[src/rtl/keypad_digit_capture.sv]
// 4x4 keypad scanner: rotates an active-low column, debounces press and release, and keeps
// the last two accepted hex keys. Define ROW_SYNC_EN to pass rows through a 2-flop synchronizer.
module keypad_digit_capture #(
    parameter int unsigned SCAN_CYCLES     = 24000,
    parameter int unsigned DEBOUNCE_CYCLES = 480000
) (
    input  logic       clk,
    input  logic       reset,
    input  logic [3:0] rows,
    output logic [3:0] cols,
    output logic [3:0] digit_new,
    output logic [3:0] digit_old,
    output logic       key_valid
);

    localparam int unsigned SW = (SCAN_CYCLES > 1) ? $clog2(SCAN_CYCLES) : 1;
    localparam int unsigned DW = (DEBOUNCE_CYCLES > 0) ? $clog2(DEBOUNCE_CYCLES + 1) : 1;
    localparam logic [SW-1:0] SCAN_LAST = SW'(SCAN_CYCLES - 1);
    localparam logic [DW-1:0] DEB_DONE  = DW'(DEBOUNCE_CYCLES);

    localparam logic [1:0] SCAN             = 2'd0;
    localparam logic [1:0] DEBOUNCE_PRESS   = 2'd1;
    localparam logic [1:0] HELD             = 2'd2;
    localparam logic [1:0] DEBOUNCE_RELEASE = 2'd3;

    logic [3:0] rows_s;

`ifdef ROW_SYNC_EN
    logic [3:0] sync1_q, sync2_q;

    always_ff @(posedge clk or posedge reset) begin
        if (reset) begin
            sync1_q <= 4'hF;
            sync2_q <= 4'hF;
        end else begin
            sync1_q <= rows;
            sync2_q <= sync1_q;
        end
    end

    assign rows_s = sync2_q;
`else
    assign rows_s = rows;
`endif

    logic [1:0]    state_q, state_d;
    logic [1:0]    col_q, col_d;
    logic [SW-1:0] scan_q, scan_d;
    logic [DW-1:0] deb_q, deb_d;
    logic [3:0]    pat_q, pat_d;
    logic [1:0]    row_q, row_d;
    logic [3:0]    new_d, old_d;
    logic          valid_d;

    logic [3:0] rows_low;
    logic       one_low;
    logic [1:0] row_idx;

    // A press is only taken when exactly one row is pulled low.
    assign rows_low = ~rows_s;
    assign one_low  = (rows_low != 4'h0) && ((rows_low & (rows_low - 4'd1)) == 4'h0);

    always_comb begin
        row_idx = 2'd0;
        if (rows_low[1]) row_idx = 2'd1;
        if (rows_low[2]) row_idx = 2'd2;
        if (rows_low[3]) row_idx = 2'd3;
    end

    function automatic logic [3:0] decode(input logic [1:0] r, input logic [1:0] c);
        logic [3:0] k;
        unique case ({r, c})
            4'h0: k = 4'h1;  4'h1: k = 4'h2;  4'h2: k = 4'h3;  4'h3: k = 4'hA;
            4'h4: k = 4'h4;  4'h5: k = 4'h5;  4'h6: k = 4'h6;  4'h7: k = 4'hB;
            4'h8: k = 4'h7;  4'h9: k = 4'h8;  4'hA: k = 4'h9;  4'hB: k = 4'hC;
            4'hC: k = 4'hE;  4'hD: k = 4'h0;  4'hE: k = 4'hF;  default: k = 4'hD;
        endcase
        return k;
    endfunction

    always_comb begin
        state_d = state_q;
        col_d   = col_q;
        scan_d  = scan_q;
        deb_d   = deb_q;
        pat_d   = pat_q;
        row_d   = row_q;
        new_d   = digit_new;
        old_d   = digit_old;
        valid_d = 1'b0;
        unique case (state_q)
            SCAN: begin
                if (scan_q == SCAN_LAST) begin
                    scan_d = '0;
                    if (one_low) begin
                        pat_d   = rows_s;
                        row_d   = row_idx;
                        deb_d   = '0;
                        state_d = DEBOUNCE_PRESS;
                    end else begin
                        col_d = col_q + 2'd1;
                    end
                end else begin
                    scan_d = scan_q + 1'b1;
                end
            end
            DEBOUNCE_PRESS: begin
                if (rows_s != pat_q) begin
                    deb_d   = '0;
                    col_d   = col_q + 2'd1;
                    state_d = SCAN;
                end else if (deb_q == DEB_DONE) begin
                    old_d   = digit_new;
                    new_d   = decode(row_q, col_q);
                    valid_d = 1'b1;
                    deb_d   = '0;
                    state_d = HELD;
                end else begin
                    deb_d = deb_q + 1'b1;
                end
            end
            HELD: begin
                if (rows_s == 4'hF) begin
                    deb_d   = '0;
                    state_d = DEBOUNCE_RELEASE;
                end
            end
            default: begin
                if (rows_s != 4'hF) begin
                    deb_d   = '0;
                    state_d = HELD;
                end else if (deb_q == DEB_DONE) begin
                    deb_d   = '0;
                    scan_d  = '0;
                    col_d   = col_q + 2'd1;
                    state_d = SCAN;
                end else begin
                    deb_d = deb_q + 1'b1;
                end
            end
        endcase
    end

    always_ff @(posedge clk or posedge reset) begin
        if (reset) begin
            state_q   <= SCAN;
            col_q     <= 2'd0;
            scan_q    <= '0;
            deb_q     <= '0;
            pat_q     <= 4'hF;
            row_q     <= 2'd0;
            digit_new <= 4'h0;
            digit_old <= 4'h0;
            key_valid <= 1'b0;
        end else begin
            state_q   <= state_d;
            col_q     <= col_d;
            scan_q    <= scan_d;
            deb_q     <= deb_d;
            pat_q     <= pat_d;
            row_q     <= row_d;
            digit_new <= new_d;
            digit_old <= old_d;
            key_valid <= valid_d;
        end
    end

    assign cols = ~(4'b0001 << col_q);

endmodule

[config.mk]
export PLATFORM = sky130hd
export DESIGN_NAME = keypad_digit_capture
export DESIGN_NICKNAME = d
export VERILOG_FILES = /design/src/rtl/keypad_digit_capture.sv
export SDC_FILE = /design/constraint.sdc
export NUM_CORES = 1
export LEC_CHECK = 0
export ABC_AREA = 1
export CAP_MARGIN = 5
export CORE_ASPECT_RATIO = 0.7
export CORE_UTILIZATION = 50
export DETAILED_ROUTE_END_ITERATION = 6
export PLACE_DENSITY = 0.67
export SETUP_SLACK_MARGIN = 0.1
export SLEW_MARGIN = 20
export SYNTH_ARGS = -nofsm -noshare
export SYNTH_HDL_FRONTEND = slang
export SYNTH_SLANG_ARGS = --single-unit
export TNS_END_PERCENT = 30
[constraint.sdc]
create_clock -name clk -period 2.6 [get_ports clk]
set_clock_uncertainty 0.2 [all_clocks]
set_input_delay 0.26 -clock clk [delete_from_list [all_inputs] [get_ports clk]]
set_output_delay 0.26 -clock clk [all_outputs]
set_load 0.005 [all_outputs]
==> results.md <==
- Peak Freq: 0.440 GHz
- First-pass GRT wire length: 12700 µm
- Synth top area share: 0.353
- Compound-Gate Fraction of Synth Area: 0.0899
- Largest cells by area after synthesis: dfrtp_1, nand2_1, nor2_1
- Cts hold-fix bufs: 0
- Clock transition at path regs: ~0.090 ns
- Max IR drop VDD: 219 µV
- CTS tree: built
- Post-Route Utilization: 0.578
- Largest family of logic cells by synthesized area: simple AND/OR/NAND/NOR gates
- Actual slew at the worst max-slew pin: 0.565 ns
- Nets@finish: 526
- CP Max Fanout: 16
- Post-synthesis cell count: around 490
- Area of the core: 6730 µm²
- DR pass1 iterations: 4
- Initial antenna violation count: 0
- Largest net degree at the start of global routing: 30
- CTS sink cnt: 53
- Run status: finished, final reports clean
- Worst Path Required: 2.61 ns
- # rows: 25
- Total gr overflow: 0
- Number of synthesized flops with an enable pin: 0
- DP HPWL: 5630 µm
- Top_reg_cell synth: dfrtp_1
- Vias: 3070
- Via density per instance: 5.10
- Post-synthesis cell area: 3480 µm²
- Met3 usage: 0.0322
- PwrDens: between 300 and 400 nW/µm²
- Layout cells sized above 1: 0.106
- Max_cap viols: 0
- Clock root buffer: clkbuf_8
- Area grow syn2layout: 11.7%
- First DRT Iteration DRCs: 165
- Chip height: 71.8 µm
- Crit share post-route: 0.873
- Final setup fails: 0
- GRT Total Usage: 0.222
- DRC Markers: 0
- # IOs: 19
- Post-synth ARST share: 1.00
- Latest clock arrival within the worst-skew pair: 0.31 ns
- Initial Util: 0.517
- Slew margin rel.: 0.623
- Vias in the first global route: 2743
- Critical path class: reg -> reg
- Final Power: 0.00152 W
- Synth warn: 0
- Tmin final: 2.27 ns
- Area of the die: 7300 µm²
- DR WL/cell: 12.4 µm
- Hold/Removal Path Class: in -> async
- Met1 usage: 0.344
- H-tree depth: 2
- Worst path arrival time: 2.28 ns
- Antenna Violating Nets Remaining: 0
- Synth Area in XOR/XNOR: 0.0176
- Synth Area in Simple Gates: 0.375
- Setup WS pre-CTS: about 0.17 ns
- Synth unique cells: 37
- Final hold vios: 0
- Post-Synth Adder-Cell Area: 0.0468
- LEAKAGE: 1.88 nW
- Mux cell area share after synthesis: 0
- Critical path endpoint category: flip-flop
- Placer congestion estimate: between 0.8 and 0.9
- Most used routing layer: met1
- TritonCTS Buffers: 5
- Max Buffers Root-to-Sink: 2
- Die W: 102 µm
- PortBufs: 18
- Largest area contributor in the netlist: dfrtp_1
- Crit start category: flip-flop
- Register area share after synthesis: 0.383
- Final WL: between 7000 and 8000 µm
- Yosys reg bits: 53
- Avg Cell Area, Syn: roughly 7 µm²
- Antenna Cells: 0
- Setup TNS: 0 ns
- Pins over their slew limit: 0
- M2 GR Usage: 0.321
- Worst setup margin: 0.329 ns
- Mapped Nets: 504
- RSZ-0062 raised after global routing: no
sequential cells by signal (all words and copies together) (netlist names):
signal,flops
row_q,2
key_valid,1
digit_old,4
digit_new,4
col_q,2
deb_q,19
scan_q,15
pat_q,4
state_q,2
worst max-delay path: stages, from the launching register on:
cell and delay (ns):
dfrtp_1 0.41, ha_1 0.23, nand2_2 0.11, nor2_4 0.15
nand3_2 0.10, nor2_4 0.21, nor2_4 0.10, nor2_8 0.27
nand2_1 0.14, o21ai_0 0.17, nor2_1 0.06
cells by family after synthesis:
| group | Yosys count |
|---|---|
| xor+xnor | 7 |
| flops | 53 |
| simple gates | 282 |
| compound gates | 57 |
| fa+ha+maj | 13 |
| buf+inv | 73 |
report_power, final:
group,switching [W],internal (W),total (W)
combinational,0.0000517,0.0000275,0.0000792
clock,0.000278,0.000314,0.000592
sequential,0.00000761,0.000837,0.000844
total,0.000337,0.00118,0.00152
routing by layer:
layer,vias to the layer above,wire length (µm)
met5,-,0
met4,0,67
met3,8,286
met2,65,3060
met1,1406,4030
li1,1591,-
final cells by class:
cell class / instances / area, µm²
Fill cell: 655 / 2840
Tap cell: 94 / 118
Timing Repair Buffer: 22 / 223
Sequential cell: 53 / 1330
Inverter: 66 / 248
Clock inverter: 1 / 30.0
Multi-Input combinational cell: 359 / 1850
Clock buffer: 7 / 86.3
placed cells by master (no fill, tap or decap), types with 2 or more instances in the layout:
cell	count
nand2_1	127
nor2_1	72
inv_1	61
dfrtp_1	49
o21ai_0	33
nand3_1	24
nand4_1	20
clkdlybuf4s50_1	18
ha_1	13
nand2_2	12
a21oi_1	10
nor2_4	6
nor3_1	6
clkbuf_8	6
inv_2	5
xor2_1	5
nor2_2	4
dfstp_2	4
o21ai_1	3
a31oi_1	3
buf_4	3
nand3_2	2
or2_2	2
o21ai_2	2
xnor2_1	2
nand2_4	2
o22ai_1	2
path summary, 6_finish.rpt:
| kind | cells after the start | start | slack [ns] | end |
|---|---|---|---|---|
| hold reg to reg | 2 | digit_old[3] | 0.28 | digit_old[3] |
| setup reg to reg | 10 | scan_q[0] | 0.33 | deb_q[4] |
| hold / removal | 2 | reset | 0.12 | scan_q[6] |
| setup / recovery | 10 | scan_q[0] | 0.33 | deb_q[4] |
| max in group asynchronous | 3 | reset | 1.53 | deb_q[11] |
| min in group clk | 2 | digit_old[3] | 0.28 | digit_old[3] |
cells in the mapped netlist, types with 5 or more instances:
cell	instances
nor2_1	72
nor3_1	6
nand2_1	127
dfrtp_1	49
inv_1	62
nor2_4	6
nand3_1	24
xor2_1	5
nand4_1	20
o21ai_0	33
ha_1	13
nand2_2	12
a21oi_1	10
per-stage QoR:
step	cells	area [µm²]	hold slack [ns]
after floorplan	485	3480	0.155
after global placement	594	3760	0.253
after detailed placement	594	3760	0.257
after CTS	602	3880	0.140
after global routing	602	3880	0.177
final	602	3880	0.115
repair_timing:
item / 4_1_cts / 5_1_grt
resized for setup: 0 / 1
setup endpoints to repair: 0 / 2
setup buffers: 0 / 0
(Power assumes the default switching activity.)
